<file path="src/rtl/keypad_scanner.sv">
// ---------------------------------------------------------------------------
// keypad_scanner
//   Row-scanning decoder for a 4x3 telephone-style keypad with debounce.
//   Rows are driven low one at a time; the (synchronized) column lines are
//   sampled once per row dwell. A single-column press is debounced over
//   DEBOUNCE_SCANS samples, then held until the same column reads high for
//   DEBOUNCE_SCANS samples. Only one key is tracked at a time (no rollover).
//
// Ports
//   clk          system clock, rising edge
//   reset_n      asynchronous active-low reset
//   kp_col_in    [2:0] raw column lines, active-low, bit0 = column 1
//   kp_row_drv   [3:0] row drive, active-low one-hot, bit0 = row 1
//   row1..row4   debounced row of the held key, active-high
//   col1..col3   debounced column of the held key, active-high
//   key_code     [3:0] last accepted key: 0-9, 10 = '*', 11 = '#'
//   key_valid    one-cycle pulse when a press is accepted
// ---------------------------------------------------------------------------
module keypad_scanner #(
    parameter int SCAN_DIV       = 1000,
    parameter int DEBOUNCE_SCANS = 4
) (
    input  logic       clk,
    input  logic       reset_n,
    input  logic [2:0] kp_col_in,
    output logic [3:0] kp_row_drv,
    output logic       row1,
    output logic       row2,
    output logic       row3,
    output logic       row4,
    output logic       col1,
    output logic       col2,
    output logic       col3,
    output logic [3:0] key_code,
    output logic       key_valid
);

    localparam int DIV_W = $clog2(SCAN_DIV);
    localparam int CNT_W = (DEBOUNCE_SCANS < 2) ? 1 : $clog2(DEBOUNCE_SCANS + 1);
    localparam logic [DIV_W-1:0] DIV_LAST = DIV_W'(SCAN_DIV - 1);
    localparam logic [DIV_W-1:0] DIV_ONE  = DIV_W'(1);
    localparam logic [DIV_W-1:0] DIV_ZERO = DIV_W'(0);
    localparam logic [CNT_W-1:0] DS_C     = CNT_W'(DEBOUNCE_SCANS);
    localparam logic [CNT_W-1:0] ONE_C    = CNT_W'(1);
    localparam logic [CNT_W-1:0] ZERO_C   = CNT_W'(0);
    // With a single required sample the press/release is accepted on the
    // very sample that first sees it, skipping the intermediate state.
    localparam bit DS_ONE = (DEBOUNCE_SCANS == 1);

    typedef enum logic [1:0] {
        ST_SCAN     = 2'd0,
        ST_DEBOUNCE = 2'd1,
        ST_HELD     = 2'd2,
        ST_RELEASE  = 2'd3
    } state_t;

    // ------------------------------------------------------------------
    // Helper functions
    // ------------------------------------------------------------------

    // True when exactly one of the three active-low columns is low.
    function automatic logic single_low(input logic [2:0] cols);
        single_low = (cols == 3'b110) || (cols == 3'b101) || (cols == 3'b011);
    endfunction

    // Index of the low column; only meaningful when single_low() holds.
    function automatic logic [1:0] low_index(input logic [2:0] cols);
        logic [1:0] idx;
        case (cols)
            3'b110:  idx = 2'd0;
            3'b101:  idx = 2'd1;
            3'b011:  idx = 2'd2;
            default: idx = 2'd0;
        endcase
        return idx;
    endfunction

    // Active-high one-hot column vector for column index c.
    function automatic logic [2:0] col_onehot(input logic [1:0] c);
        logic [2:0] v;
        case (c)
            2'd0:    v = 3'b001;
            2'd1:    v = 3'b010;
            2'd2:    v = 3'b100;
            default: v = 3'b000;
        endcase
        return v;
    endfunction

    // Level of the selected column line (1 = released / pulled up).
    function automatic logic col_is_high(input logic [2:0] cols, input logic [1:0] c);
        logic v;
        case (c)
            2'd0:    v = cols[0];
            2'd1:    v = cols[1];
            2'd2:    v = cols[2];
            default: v = 1'b1;
        endcase
        return v;
    endfunction

    // Active-high one-hot row vector for row index r.
    function automatic logic [3:0] row_onehot(input logic [1:0] r);
        return 4'b0001 << r;
    endfunction

    // Key legend lookup: rows 1-3 hold digits 1-9, row 4 holds '*', 0, '#'.
    function automatic logic [3:0] key_map(input logic [1:0] r, input logic [1:0] c);
        logic [3:0] code;
        case (r)
            2'd3: begin
                case (c)
                    2'd0:    code = 4'd10;
                    2'd1:    code = 4'd0;
                    2'd2:    code = 4'd11;
                    default: code = 4'd0;
                endcase
            end
            default: code = ({2'b00, r} * 4'd3) + {2'b00, c} + 4'd1;
        endcase
        return code;
    endfunction

    // ------------------------------------------------------------------
    // Signals
    // ------------------------------------------------------------------
    logic [2:0]       col_meta_r;
    logic [2:0]       col_sync_r;
    logic [DIV_W-1:0] dwell_cnt_r;
    logic             sample_s;

    state_t           state_r;
    state_t           next_state_s;

    logic [1:0]       row_idx_r;
    logic [1:0]       row_idx_nxt_s;
    logic [1:0]       cap_col_r;
    logic [1:0]       cap_col_nxt_s;
    logic [CNT_W-1:0] match_cnt_r;
    logic [CNT_W-1:0] match_cnt_nxt_s;
    logic [CNT_W-1:0] cnt_inc_s;

    logic [3:0]       row_drv_r;
    logic [3:0]       row_out_r;
    logic [3:0]       row_out_nxt_s;
    logic [2:0]       col_out_r;
    logic [2:0]       col_out_nxt_s;
    logic [3:0]       key_code_r;
    logic [3:0]       key_code_nxt_s;
    logic             key_valid_r;
    logic             key_valid_nxt_s;

    logic             new_single_s;
    logic [1:0]       new_col_s;
    logic             exact_match_s;
    logic             cap_high_s;

    // Column line decode of the synchronized sample.
    always_comb begin
        new_single_s  = single_low(col_sync_r);
        new_col_s     = low_index(col_sync_r);
        exact_match_s = (col_sync_r == ~col_onehot(cap_col_r));
        cap_high_s    = col_is_high(col_sync_r, cap_col_r);
        cnt_inc_s     = match_cnt_r + ONE_C;
        sample_s      = (dwell_cnt_r == DIV_LAST);
    end

    // Two-flop synchronizer for the asynchronous column lines.
    always_ff @(posedge clk or negedge reset_n) begin
        if (!reset_n) begin
            col_meta_r <= 3'b111;
            col_sync_r <= 3'b111;
        end else begin
            col_meta_r <= kp_col_in;
            col_sync_r <= col_meta_r;
        end
    end

    // Row dwell counter; its last count marks the sample cycle.
    always_ff @(posedge clk or negedge reset_n) begin
        if (!reset_n) begin
            dwell_cnt_r <= DIV_ZERO;
        end else if (sample_s) begin
            dwell_cnt_r <= DIV_ZERO;
        end else begin
            dwell_cnt_r <= dwell_cnt_r + DIV_ONE;
        end
    end

    // FSM state register.
    always_ff @(posedge clk or negedge reset_n) begin
        if (!reset_n) begin
            state_r <= ST_SCAN;
        end else begin
            state_r <= next_state_s;
        end
    end

    // FSM next-state logic; decisions are only taken on sample cycles.
    always_comb begin
        next_state_s = state_r;
        case (state_r)
            ST_SCAN: begin
                if (sample_s && new_single_s) begin
                    next_state_s = DS_ONE ? ST_HELD : ST_DEBOUNCE;
                end else begin
                    next_state_s = ST_SCAN;
                end
            end
            ST_DEBOUNCE: begin
                if (sample_s) begin
                    if (exact_match_s) begin
                        next_state_s = (cnt_inc_s == DS_C) ? ST_HELD : ST_DEBOUNCE;
                    end else begin
                        next_state_s = ST_SCAN;
                    end
                end else begin
                    next_state_s = ST_DEBOUNCE;
                end
            end
            ST_HELD: begin
                if (sample_s && cap_high_s) begin
                    next_state_s = DS_ONE ? ST_SCAN : ST_RELEASE;
                end else begin
                    next_state_s = ST_HELD;
                end
            end
            ST_RELEASE: begin
                if (sample_s) begin
                    if (cap_high_s) begin
                        next_state_s = (cnt_inc_s == DS_C) ? ST_SCAN : ST_RELEASE;
                    end else begin
                        next_state_s = ST_HELD;
                    end
                end else begin
                    next_state_s = ST_RELEASE;
                end
            end
            default: next_state_s = ST_SCAN;
        endcase
    end

    // FSM output/datapath logic: next values of row index, capture,
    // counters and the key outputs. Outputs load on the edge entering HELD
    // and clear on the edge leaving RELEASE.
    always_comb begin
        row_idx_nxt_s   = row_idx_r;
        cap_col_nxt_s   = cap_col_r;
        match_cnt_nxt_s = match_cnt_r;
        row_out_nxt_s   = row_out_r;
        col_out_nxt_s   = col_out_r;
        key_code_nxt_s  = key_code_r;
        key_valid_nxt_s = 1'b0;
        case (state_r)
            ST_SCAN: begin
                if (sample_s) begin
                    if (new_single_s) begin
                        cap_col_nxt_s   = new_col_s;
                        match_cnt_nxt_s = ONE_C;
                        if (DS_ONE) begin
                            row_out_nxt_s   = row_onehot(row_idx_r);
                            col_out_nxt_s   = col_onehot(new_col_s);
                            key_code_nxt_s  = key_map(row_idx_r, new_col_s);
                            key_valid_nxt_s = 1'b1;
                            match_cnt_nxt_s = ZERO_C;
                        end else begin
                            key_valid_nxt_s = 1'b0;
                        end
                    end else begin
                        // No key or several columns at once: move on.
                        row_idx_nxt_s   = row_idx_r + 2'd1;
                        match_cnt_nxt_s = ZERO_C;
                    end
                end else begin
                    key_valid_nxt_s = 1'b0;
                end
            end
            ST_DEBOUNCE: begin
                if (sample_s) begin
                    if (exact_match_s) begin
                        if (cnt_inc_s == DS_C) begin
                            row_out_nxt_s   = row_onehot(row_idx_r);
                            col_out_nxt_s   = col_onehot(cap_col_r);
                            key_code_nxt_s  = key_map(row_idx_r, cap_col_r);
                            key_valid_nxt_s = 1'b1;
                            match_cnt_nxt_s = ZERO_C;
                        end else begin
                            match_cnt_nxt_s = cnt_inc_s;
                        end
                    end else begin
                        row_idx_nxt_s   = row_idx_r + 2'd1;
                        match_cnt_nxt_s = ZERO_C;
                    end
                end else begin
                    key_valid_nxt_s = 1'b0;
                end
            end
            ST_HELD: begin
                if (sample_s && cap_high_s) begin
                    if (DS_ONE) begin
                        row_out_nxt_s   = 4'b0000;
                        col_out_nxt_s   = 3'b000;
                        row_idx_nxt_s   = row_idx_r + 2'd1;
                        match_cnt_nxt_s = ZERO_C;
                    end else begin
                        match_cnt_nxt_s = ONE_C;
                    end
                end else begin
                    key_valid_nxt_s = 1'b0;
                end
            end
            ST_RELEASE: begin
                if (sample_s) begin
                    if (cap_high_s) begin
                        if (cnt_inc_s == DS_C) begin
                            row_out_nxt_s   = 4'b0000;
                            col_out_nxt_s   = 3'b000;
                            row_idx_nxt_s   = row_idx_r + 2'd1;
                            match_cnt_nxt_s = ZERO_C;
                        end else begin
                            match_cnt_nxt_s = cnt_inc_s;
                        end
                    end else begin
                        // Bounce back to pressed: resume holding silently.
                        match_cnt_nxt_s = ZERO_C;
                    end
                end else begin
                    key_valid_nxt_s = 1'b0;
                end
            end
            default: begin
                row_idx_nxt_s   = 2'd0;
                match_cnt_nxt_s = ZERO_C;
                row_out_nxt_s   = 4'b0000;
                col_out_nxt_s   = 3'b000;
            end
        endcase
    end

    // Datapath and output registers; row drive is registered from the
    // next row index so it tracks r on the same edge.
    always_ff @(posedge clk or negedge reset_n) begin
        if (!reset_n) begin
            row_idx_r   <= 2'd0;
            cap_col_r   <= 2'd0;
            match_cnt_r <= ZERO_C;
            row_drv_r   <= 4'b1110;
            row_out_r   <= 4'b0000;
            col_out_r   <= 3'b000;
            key_code_r  <= 4'd0;
            key_valid_r <= 1'b0;
        end else begin
            row_idx_r   <= row_idx_nxt_s;
            cap_col_r   <= cap_col_nxt_s;
            match_cnt_r <= match_cnt_nxt_s;
            row_drv_r   <= ~row_onehot(row_idx_nxt_s);
            row_out_r   <= row_out_nxt_s;
            col_out_r   <= col_out_nxt_s;
            key_code_r  <= key_code_nxt_s;
            key_valid_r <= key_valid_nxt_s;
        end
    end

    assign kp_row_drv = row_drv_r;
    assign row1       = row_out_r[0];
    assign row2       = row_out_r[1];
    assign row3       = row_out_r[2];
    assign row4       = row_out_r[3];
    assign col1       = col_out_r[0];
    assign col2       = col_out_r[1];
    assign col3       = col_out_r[2];
    assign key_code   = key_code_r;
    assign key_valid  = key_valid_r;

endmodule
</file>
<file path="config.mk">
export PLATFORM = sky130hd
export DESIGN_NAME = keypad_scanner
export DESIGN_NICKNAME = d
export VERILOG_FILES = /design/src/rtl/keypad_scanner.sv
export SDC_FILE = /design/constraint.sdc
export NUM_CORES = 1
export LEC_CHECK = 0
export ABC_AREA = 1
export CORE_UTILIZATION = 60
export CTS_CLUSTER_DIAMETER = 200
export CTS_CLUSTER_SIZE = 25
export DETAILED_ROUTE_END_ITERATION = 8
export PLACE_DENSITY = 0.83
export REMOVE_ABC_BUFFERS = 1
export SYNTH_ARGS = -nofsm -noshare
export SYNTH_HDL_FRONTEND = slang
export SYNTH_SLANG_ARGS = --single-unit
</file>
<file path="constraint.sdc">
create_clock -name clk -period 3.1 [get_ports clk]
set_input_delay 0.31 -clock clk [delete_from_list [all_inputs] [get_ports clk]]
set_output_delay 0.31 -clock clk [all_outputs]
set_load 0.01 [all_outputs]
</file>
## Word level (Yosys, flattened, before mapping)

Index checks and enable logic that the tools add are counted.

| operators by class | value |
|---|---|
| equality and inequality tests | 20 |
| reductions and logical operators | 12 |
| add/subtract/negate cells | 5 |
| multipliers | 1 |
| muxes and demuxes | 50 |
| shifts and indexed selects | 2 |
| bitwise gates (word level) | 2 |

Operators by type and width:

| kind | number |
|---|---|
| $mux 3 | 13 |
| $mux 4 | 7 |
| $mux 2 | 13 |
| $ne 2x2->1 const B | 8 |
| $pmux 4 s2 | 2 |
| $pmux 3 s4 | 1 |
| $add 10x1->10 const B | 1 |
| $eq 10x10->1 const B | 1 |
| $mux 10 | 1 |
| $eq 3x3->1 const B | 3 |
| $pmux 3 s3 | 1 |
| $eq 2x2->1 const B | 4 |
| $pmux 2 s4 | 1 |
| $reduce_and 4->1 | 2 |
| $shl 1x2->4 const A | 2 |
| $reduce_and 7->1 | 1 |
| $mux 1 | 6 |
| $pmux 2 s3 | 1 |
| $pmux 3 s2 | 1 |
| $add 4x1->4 const B | 1 |
| $add 4x2->4 | 1 |
| $eq 2x1->1 const B | 2 |
| $logic_not 2->1 | 2 |
| $mul 2x2->4 const B | 1 |
| 14 further kinds | 16 |

| storage, ports and cells | value |
|---|---|
| output and inout bits | 16 |
| register bits | 41 |
| input port bits | 5 |

## Depth between registers and ports, before layout

Gate-level depths: netlist of the first run.

| logic depth | value |
|---|---|
| word-level depth | 9 |
| mapped depth | 13 |

## Worst setup path before layout of the first run

Ideal clock, no wire load.

| timing | value |
|---|---|
| path type | register -> register |
| from | register row_idx_r[0] |
| to | register key_code_r[1], in the netlist key_code[1] |
| arrival | 1681 ps |
| cell stages (with the launch flop) | 7 |
| data required time | 2982 ps |
| path buffers | 0 |
| path slack | 1302 ps |
| clock period less this slack | 1798 ps |
| cells stage by stage | dfrtp_1 > fa_1 > fa_1 > nand2_1 > o21ai_0 > nor2_1 > nor2_1 |

| on the way | value |
|---|---|
| word-level cells in the longest chain between the ends | 4 |
| elaborated cells on any way between the ends | 5 |

Ends and longest elaborated chain:

| element | RTL line | text |
|---|---|---|
| start, declared | 135 | `logic [1:0] row_idx_r;` |
| start signal, assigned | 353 | `row_idx_r <= row_idx_nxt_s;` |
| $mul 2x2->4 | 119 | `default: code = ({2'b00, r} * 4'd3) + {2'b00, c} + 4'd1;` |
| $add 4x2->4 | 119 |  |
| $add 4x1->4 | 119 |  |
| $mux 4 (*) | 110 | `case (r)` |
| end signal, assigned | 359 | `key_code_r <= key_code_nxt_s;` |
| end, declared | 148 | `logic [3:0] key_code_r;` |

Every way passes the cells marked *; elsewhere a longest branch is shown, timed or not.
A chain may end at the register's enable or synchronous reset.

## Worst setup path in the final report of the first run

| timing | value |
|---|---|
| from | register dwell_cnt_r[0] |
| to | register col_out_r[2] |

| on the way | value |
|---|---|
| word-level cells in the longest chain between the ends | 3 |
| elaborated cells on any way between the ends | 4 |

Ends and longest elaborated chain:

| element | RTL line | text |
|---|---|---|
| start, declared | 129 | `logic [DIV_W-1:0] dwell_cnt_r;` |
| start signal, assigned | 186 | `dwell_cnt_r <= dwell_cnt_r + DIV_ONE;` |
| $eq 10x10->1 (*) | 165 | `sample_s = (dwell_cnt_r == DIV_LAST);` |
| $ne 2x2->1 (no source line) | - |  |
| $reduce_and 7->1 (no source line) (*) | - |  |
| end signal, assigned | 358 | `col_out_r <= col_out_nxt_s;` |
| end, declared | 146 | `logic [2:0] col_out_r;` |

Marks and branches as above.

==> results of run 1 <==
[cells in the mapped netlist]
cell,number,share of area (%)
nand2_1,50,8.7
inv_1,33,5.7
dfrtp_1,32,37
nand3_1,24,5.6
nor2_1,18,3.1
o21ai_0,15,3.5
a21oi_1,10,2.3
ha_1,10,5.8
dfstp_2,9,11
nor3_1,8,1.9
o21ai_2,7,2.8
nand2_2,5,1.4
inv_2,4,0.70
xor2_1,3,1.2
buf_6,2,1.0
fa_1,2,1.9
nand4_1,2,0.58
a21o_1,1,0.35
a21oi_2,1,0.41
and3_1,1,0.29
buf_2,1,0.23
clkbuf_1,1,0.17
nand2_4,1,0.52
nand3_2,1,0.46
nand4_2,1,0.58
nor2_2,1,0.29
nor2_4,1,0.52
nor3b_1,1,0.35
nor4_1,1,0.29
o21a_1,1,0.35
o21ai_1,1,0.23
o22ai_1,1,0.29
xnor2_1,1,0.41
[path summary, 6_finish.rpt]
check                          startpoint             end  depth (start not counted)
max                        dwell_cnt_r[0]    col_out_r[2]                         10
min                               reset_n  match_cnt_r[1]                          1
max reg2reg                dwell_cnt_r[0]    col_out_r[2]                         10
min reg2reg                 col_meta_r[0]   col_sync_r[0]                          0
max in group asynchronous         reset_n  dwell_cnt_r[6]                          1
min in group clk             kp_col_in[2]   col_meta_r[2]                          1
[flip-flops by register name (all words and copies together), names as in the netlist]
name and flops:
cap_col_r 2, col_meta_r 3, col_out_r 3, col_sync_r 3, dwell_cnt_r 10, key_code 4, key_valid 1, kp_row_drv 4
match_cnt_r 3, row_idx_r 2, row_out_r 4, state_r 2
[kinds of logic after synthesis]
group / count (synthesis)
compound gates: 37
flops: 41
buf+inv: 41
xor+xnor: 4
simple gates: 115
fa+ha+maj: 12
[through the flow]
stage	hold slack, ns	setup WS, ns	instances	total power [W]	util [%]
final	0.0320	1.03	320	0.000890	72.6
after global routing	0.0971	0.859	320	0.000927	72.6
after CTS	0.0640	1.04	320	0.000902	72.6
after detailed placement	0.347	1.04	312	0.000580	70.2
after global placement	0.345	1.15	312	0.000580	70.2
after floorplan	0.0144	1.29	246	0.000563	-
[worst register-to-register path: cells and delay by family, from the launching register on]
kind	cells	cell delay, ns
buffers and inverters	1	0.18
AND/OR/NAND/NOR	6	0.92
adder cells (fa/ha/maj)	1	0.25
AO/OA/AOI/OAI	2	0.25
flip-flops	1	0.39
[power by group through the flow]
stage	logic [W]	clock network (W)	registers, W
floorplan	0.00000917	0	0.000554
global placement	0.0000250	0	0.000555
detailed placement	0.0000255	0	0.000555
CTS	0.0000256	0.000331	0.000545
global route	0.0000290	0.000352	0.000546
finish	0.0000247	0.000320	0.000545
[routing by layer]
metal	vias up	wire, um	share of wire, %
met1	768	1670	46
li1	854	-	-
met3	8	187	5.1
met4	0	73	2.0
met5	-	0	0
met2	58	1710	47
[area by class of cell]
cell class | count | area, sq um | share of cell area [%]
Inverter | 37 | 139 | 5.65
Timing Repair Buffer | 20 | 195 | 7.93
Tap cell | 46 | 57.6 | 2.34
Clock inverter | 2 | 16.3 | 0.661
Multi-Input combinational cell | 168 | 952 | 38.7
Sequential cell | 41 | 1040 | 42.2
Clock buffer | 6 | 62.6 | 2.54
==> results.toml, run 1 <==
[cells_and_area]
design_area_sq_um = 2460
fill_cells = 250
synthToLayoutAreaGrowth_pct = 13.9
antenna_cells = 0
mostFrequentLayoutCell = "nand2_1"
layout_common_cells = "nand2_1, inv_1, dfrtp_1"
drive_above_1_share_pct = 14.6
layout.nets = 290

[critical_path]
required_ns = 3.35
worst_ep_arrival_time_ns = 2.32
path_cells = "ha_1 -> nand2_1 -> nor2_2 -> nand2_2 -> nor2_4 -> inv_1 -> o21ai_1 -> nand2_2 -> nand2_1 -> o21ai_2"
cpPeakStageDelay_ns = 0.39
critical-path-slowest-cell = "dfrtp_1"
crit_path_start_kind = "register"
crit_type = "reg -> reg"
rrSetupSlack_ns = 1.03
critical_path_buf_inv_count = 1
cp_top_family = "simple AND/OR/NAND/NOR gates"
end_kind = "register"
critPathMaxFanout = 14

[global_route]
overflow = 0
grt_pass1_vias = 1536
grt_busiest_layer = "met2"
met1_usage_pct = 28.8
track_usage_pct = 23.0
grt_use_met2_pct = 36.5
grt_pass1_wl_mm = 6.29
met3_usage_pct = 5.80
grt_max_degree = 42
antenna_found_initial = 0

[logic_synthesis]
synth-compound-area-share_pct = 10.3
ys_ff_latch = 41
synth-simple-area-share_pct = 24.6
synth_top_family_by_area = "simple AND/OR/NAND/NOR gates"
synthAdderAreaFrac_pct = 7.65
syn_area_per_cell_sq_um = 8.64
netlist_area_sq_um = 2160
post_synth_inst_count = 250
muxShareOfSynthArea_pct = 0
synth_xor_area_share_pct = 1.62
ys_types = 33
yosysWarnings = 0
synth_seq_area_share_pct = 48.0

[die]
num_io_pins = 21
core_sq_um = 3390
core.rowCount = 21
initial_utilization_pct = 63.7
die_x_um = 62.0
die_y_um = 62.0
dieArea_sq_um = 3840

[route]
drc = 0
first_pass_iters = 4
antenna_left = 0
drt_wl_total_mm = 3.64
wl_per_cell_um = 11.4
vias = 1688
drt-initial-drc-count = 83
vias_per_cell = 5.28

[flow_run]
drv_cap = 0

[placement]
dpl-instance-area_sq_um = 2380
port_buffers = 20
dp_hpwl_mm = 2.74
gp_congestion = 0.859

[pwr]
clock_power_share_pct = 36.0
swShare_pct = 22.7
p_sw_w = 0.000202
p_int_w = 0.000688
cellPowerDensity_nw_per_um2 = 362
peakVddDrop_v = 0.000278
p_leak_nw = 1.22
seqPwrFrac_pct = 61.2
combPwrFrac_pct = 2.8

[outcome]
status = "finished clean"

[hold_path]
hold_path_class = "in -> async"

[clock_network]
cts_tree = "done"
max-clock-path-buffers = 2
cts_hold_buf = 0
clockRootBuffer = "clkbuf_4"
clkSlewWorstSetupHoldPaths_ns = 0.13
clk_latency_ns = 0.36
cts_max_level = 2
ctsResizeCount = 0
postCtsSetupRepairBufs = 0
numCtsBuffers = 5
clock_sinks = 41

[timing]
finalClockSkew_ns = 0.0192
slew_viol_final = 0
tightest_slew_ns = 0.849
setup_tns_ns = 0
hold_viol_final = 0
relSlewSlack_pct = 43.4
max_freq_mhz = 484
rsz0062_at_grt = "no"
fin_crit_sh_pct = 66.7
layout_min_cycle_time_ns = 2.07
setup_viol = 0
No activity file was read; power rests on OpenSTA's default activity.
==> inputs of run 2 (changes only) <==
CORE_UTILIZATION = 56   (was 60)
PLACE_DENSITY = 0.78   (was 0.83)
clock period = 2.13 ns   (was 3.1 ns; I/O delays follow)
==> results.toml, run 2 (synthesized netlist as in run 1, its figures left out) <==
[critical_path]
cp_top_family = "simple AND/OR/NAND/NOR gates"
crit_path_start_kind = "register"
ff2ff_path_depth = 11
crit_type = "reg -> reg"
reg2reg_from = "dwell_cnt_r[0]"
critPathMaxFanout = 14
critical-path-slowest-cell = "dfrtp_1"
cp.depth = 11
end_kind = "register"
required_ns = 2.32
rrSetupSlack_ns = 0.23
cpPeakStageDelay_ns = 0.37
critical_path_buf_inv_count = 1
rr_endpoint = "row_out_r[3]"
path_cells = "ha_1 -> nand2_1 -> nor2_2 -> nand2_2 -> nor2_4 -> buf_4 -> nand2_4 -> a21oi_2 -> nand2_2 -> nand2_1 -> o21ai_2"
worst_ep_arrival_time_ns = 2.09

[clock_network]
cts_tree = "done"
max-clock-path-buffers = 2
clkSlewWorstSetupHoldPaths_ns = 0.08
clock_sinks = 41
numCtsBuffers = 5
ctsResizeCount = 0
cts_hold_buf = 0
clockRootBuffer = "clkbuf_8"
postCtsSetupRepairBufs = 0
cts_max_level = 2
clk_latency_ns = 0.30

[pwr]
p_sw_w = 0.000298
swShare_pct = 20.8
p_leak_nw = 1.24
seqPwrFrac_pct = 55.4
cellPowerDensity_nw_per_um2 = 571
peakVddDrop_v = 0.000429
combPwrFrac_pct = 2.5
p_int_w = 0.00113
clock_power_share_pct = 42.1

[placement]
pre_cts_ws_ns = 0.214
dp_hpwl_mm = 2.85
dp.cells = 315
port_buffers = 20
gp_congestion = 0.879

[cells_and_area]
drive_above_1_share_pct = 14.9
fill_cells = 334
top_register = "dwell_cnt_r"
layout_common_cells = "nand2_1, inv_1, dfrtp_1"
layout.nets = 291
synthToLayoutAreaGrowth_pct = 16.0
mostFrequentLayoutCell = "nand2_1"
antenna_cells = 0
fin_cells = 323
final_core_util_pct = 67.9
largest_reg_flops = 10

[route]
vias = 1634
drt-initial-drc-count = 89
drc = 0
drt_wl_total_mm = 3.78
antenna_left = 0
wl_per_cell_um = 11.7
vias_per_cell = 5.06
first_pass_iters = 4

[die]
core.rowCount = 22
die_y_um = 64.1
core_sq_um = 3690
num_io_pins = 21
die_x_um = 64.1
initial_utilization_pct = 58.5
dieArea_sq_um = 4110

[timing]
max_freq_mhz = 527
layout_min_cycle_time_ns = 1.90
fin_ws_ns = 0.231
hold_viol_final = 0
tightest_slew_ns = 0.842
relSlewSlack_pct = 43.8
setup_tns_ns = 0
fin_crit_sh_pct = 89.2
rsz0062_at_grt = "no"
finalClockSkew_ns = 0.00789
setup_viol = 0
slew_viol_final = 0

[global_route]
overflow = 0
grt_pass1_wl_mm = 6.51
antenna_found_initial = 0
grt_pass1_vias = 1512
grt_max_degree = 42
track_usage_pct = 21.0

[hold_path]
hold_path_class = "in -> async"

[flow_run]
drv_cap = 0

[outcome]
status = "finished clean"
==> run 2: cell types whose count changed in the layout (fill, tap and decap cells not counted) <==
cell	delta
clkbuf_8	+6
buf_4	+1
clkinv_4	-1
clkbuf_4	-5
==> run 2: area by class of cell <==
cell class              count  area (sq um)  share of cell area (%)
repair buffers             21           203                    8.09
inverters                  37           139                    5.54
multi-input cells         168           952                    38.0
clock buffers               7           108                    4.29
flip-flops and latches     41          1040                    41.4
clock inverters             1          7.51                   0.300
well taps                  48          60.1                    2.40
==> run 2: metrics by stage <==
stage | total power (W) | cell area (sq um) | hold WS, ns
finish | 0.00143 | 2510 | 0.0111
floorplan | 0.000820 | 2130 | -0.0826
global route | 0.00149 | 2510 | 0.117
detailed placement | 0.000845 | 2390 | 0.348
CTS | 0.00145 | 2510 | 0.0582
global placement | 0.000844 | 2390 | 0.346
==> run 2: worst max path at each step <==
stage | from | endpoint | slack, ns
floorplan | dwell_cnt_r[0] | col_out_r[0] | 0.32
global placement | dwell_cnt_r[0] | col_out_r[2] | 0.24
detailed placement | dwell_cnt_r[0] | row_out_r[3] | 0.21
CTS | dwell_cnt_r[0] | row_out_r[3] | 0.21
global route | dwell_cnt_r[0] | col_out_r[2] | 0.01
finish | dwell_cnt_r[0] | row_out_r[3] | 0.23
==> run 2: layer usage <==
| layer | part of all wire (%) | GRT usage, % | up-vias |
|---|---|---|---|
| li1 | - | - | 853 |
| met1 | 50 | 27.9 | 751 |
| met2 | 45 | 33.0 | 24 |
| met3 | 3.6 | 5.36 | 6 |
| met4 | 1.7 | 8.33 | 0 |
| met5 | 0 | 0 | - |
==> run 2: worst reg2reg max path: stages, from the launching register on <==
cell,delay [ns]
dfrtp_1,0.37
ha_1,0.26
nand2_1,0.09
nor2_2,0.11
nand2_2,0.07
nor2_4,0.08
buf_4,0.19
nand2_4,0.06
a21oi_2,0.12
nand2_2,0.22
nand2_1,0.16
o21ai_2,0.06
==> run 2: power groups by stage <==
stage	Sequential [W]	Combinational (W)	Clock [W]
5_1_grt	0.000794	0.0000425	0.000649
4_1_cts	0.000793	0.0000373	0.000620
3_3_place_gp	0.000807	0.0000368	0
3_5_place_dp	0.000807	0.0000372	0
6_report	0.000793	0.0000352	0.000603
2_1_floorplan	0.000806	0.0000133	0
==> inputs of run 3 (changes only) <==
CORE_UTILIZATION = 51   (was 56)
HOLD_SLACK_MARGIN = 0.08   (was unset)
PLACE_DENSITY = 0.75   (was 0.78)
clock period = 1.7 ns   (was 2.13 ns; I/O delays follow)
==> results.toml, run 3 (synthesized netlist as in run 1, its figures left out) <==
[cells_and_area]
drive_above_1_share_pct = 30.8
layout.nets = 324
top_register = "dwell_cnt_r"
largest_reg_flops = 10
final_core_util_pct = 73.5
mostFrequentLayoutCell = "nand2_1"
synthToLayoutAreaGrowth_pct = 37.1
fill_cells = 288
layout_common_cells = "nand2_1, inv_1, dfrtp_1"
antenna_cells = 0

[die]
die_x_um = 67.1
num_io_pins = 21
core.rowCount = 23
die_y_um = 67.1
initial_utilization_pct = 53.6
core_sq_um = 4030
dieArea_sq_um = 4500

[route]
top_layer = "met4"
antenna_left = 0
first_pass_iters = 4
vias = 1841
wl_met2_mm = 2.33
drc = 0
dr_wl_met3_um = 127
drt-initial-drc-count = 53
met1_length_mm = 2.12
drt_wl_total_mm = 4.69
vias_per_cell = 5.14
wl_per_cell_um = 13.1

[critical_path]
rrSetupSlack_ns = -0.06
cp_top_family = "adder cells"
crit_type = "reg -> reg"
end_kind = "register"
critPathMaxFanout = 2
path_cells = "fa_1 -> fa_1 -> nand2_1 -> o21ai_1 -> nor2_1 -> nor2_1"
required_ns = 1.89
worst_ep_arrival_time_ns = 1.95
ff2ff_path_depth = 6
cpPeakStageDelay_ns = 0.58
critical_path_buf_inv_count = 0
crit_path_start_kind = "register"
critical-path-slowest-cell = "fa_1"
reg2reg_from = "row_idx_r[0]"
rr_endpoint = "key_code[1]"

[timing]
setup_viol = 12
rsz0062_at_grt = "yes"
holdWs_ns = 0.277
relSlewSlack_pct = 65.4
finalClockSkew_ns = 0.00608
hold_viol_final = 0
max_freq_mhz = 568
tightest_slew_ns = 0.519
fin_crit_sh_pct = 103
fin_ws_ns = -0.0590
slew_viol_final = 0
layout_min_cycle_time_ns = 1.76

[flow_run]
drv_cap = 0

[placement]
gp_congestion = 0.883
port_buffers = 20
dp_hpwl_mm = 3.07

[hold_path]
whs_endpoint = "col_meta_r[0]"
hold_depth = 1
min_from = "kp_col_in[0]"
hold_path_class = "in -> reg"

[global_route]
grt_pass1_vias = 1728
antenna_found_initial = 0
overflow = 0
grt_pass1_wl_mm = 7.50
track_usage_pct = 22.6
grt_max_degree = 42

[outcome]
violations = "negative setup slack"
status = "finished with violations"

[pwr]
p_leak_nw = 1.45
cellPowerDensity_nw_per_um2 = 624
peakVddDrop_v = 0.000520

[clock_network]
max-clock-path-buffers = 2
cts_max_level = 2
clock_sinks = 41
clk_latency_ns = 0.29
numCtsBuffers = 5
clockRootBuffer = "clkbuf_8"
clkSlewWorstSetupHoldPaths_ns = 0.08
cts_tree = "done"
## run 3: changes by cell type in the layout (fill, tap and decap cells not counted), sizes merged
cell,change
clkbuf,-1
buf,+31
bufinv,+1
clkinv,+1
dlygate4sd3,+1
## run 3: worst register-to-register path, cell delays in order (launching register included)
cell and delay (ns):
dfrtp_1 0.40, fa_1 0.58, fa_1 0.41, nand2_1 0.06, o21ai_1 0.06, nor2_1 0.09, nor2_1 0.05
## run 3: cell type report
class | instances | area [sq um] | share of cell area [%]
clock inverters | 3 | 46.3 | 1.56
flip-flops and latches | 41 | 1040 | 35.1
clock buffers | 5 | 68.8 | 2.32
multi-input cells | 168 | 1110 | 37.5
inverters | 37 | 139 | 4.69
repair buffers | 54 | 494 | 16.7
well taps | 50 | 62.6 | 2.11
## run 3: worst max-delay path by stage
stage / end / from / cells past startpoint / slack, ns
after floorplan: col_out_r[0] / dwell_cnt_r[0] / 10 / -0.11
after global placement: key_code[1] / row_idx_r[0] / 6 / -0.07
after detailed placement: key_code[1] / row_idx_r[0] / 6 / -0.12
after CTS: key_code[1] / cap_col_r[1] / 6 / -0.09
after global routing: key_code[1] / row_idx_r[0] / 6 / -0.18
final: key_code[1] / row_idx_r[0] / 6 / -0.06
## run 3: timing repair
action | in CTS | in global routing
resized for setup | 11 | 29
setup endpoints to repair | 10 | 24
cloned | 0 | 1
pin swaps | 12 | 9
hold buffers | 1 | 0
buffers inserted | 2 | 5
endpoints found under the hold margin | 32 | 0
## run 3: metrics by stage
| stage | setup slack, ns | cells | cell area, sq um | total power [W] | setup TNS, ns |
|---|---|---|---|---|---|
| floorplan | -0.108 | 246 | 2130 | 0.00103 | -0.873 |
| global placement | -0.0687 | 341 | 2590 | 0.00106 | -0.115 |
| detailed placement | -0.117 | 341 | 2590 | 0.00107 | -0.289 |
| CTS | -0.0857 | 352 | 2770 | 0.00186 | -0.266 |
| global route | -0.182 | 358 | 2960 | 0.00191 | -2.03 |
| finish | -0.0590 | 358 | 2960 | 0.00185 | -0.325 |
## run 3: metal layers
metal  track usage (%)  vias to the layer above
li1                  -                      920
met1              28.4                      878
met2              37.1                       33
met3              3.42                       10
met4              11.4                        0
met5                 0                        -
## run 3: where the power goes
group	leakage (nW)	total [W]	internal (W)	switching, W
logic	0.869	0.0000615	0.0000209	0.0000406
clock network	0.0543	0.000792	0.000440	0.000353
registers	0.526	0.000993	0.000988	0.00000509
total	1.45	0.00185	0.00145	0.000398
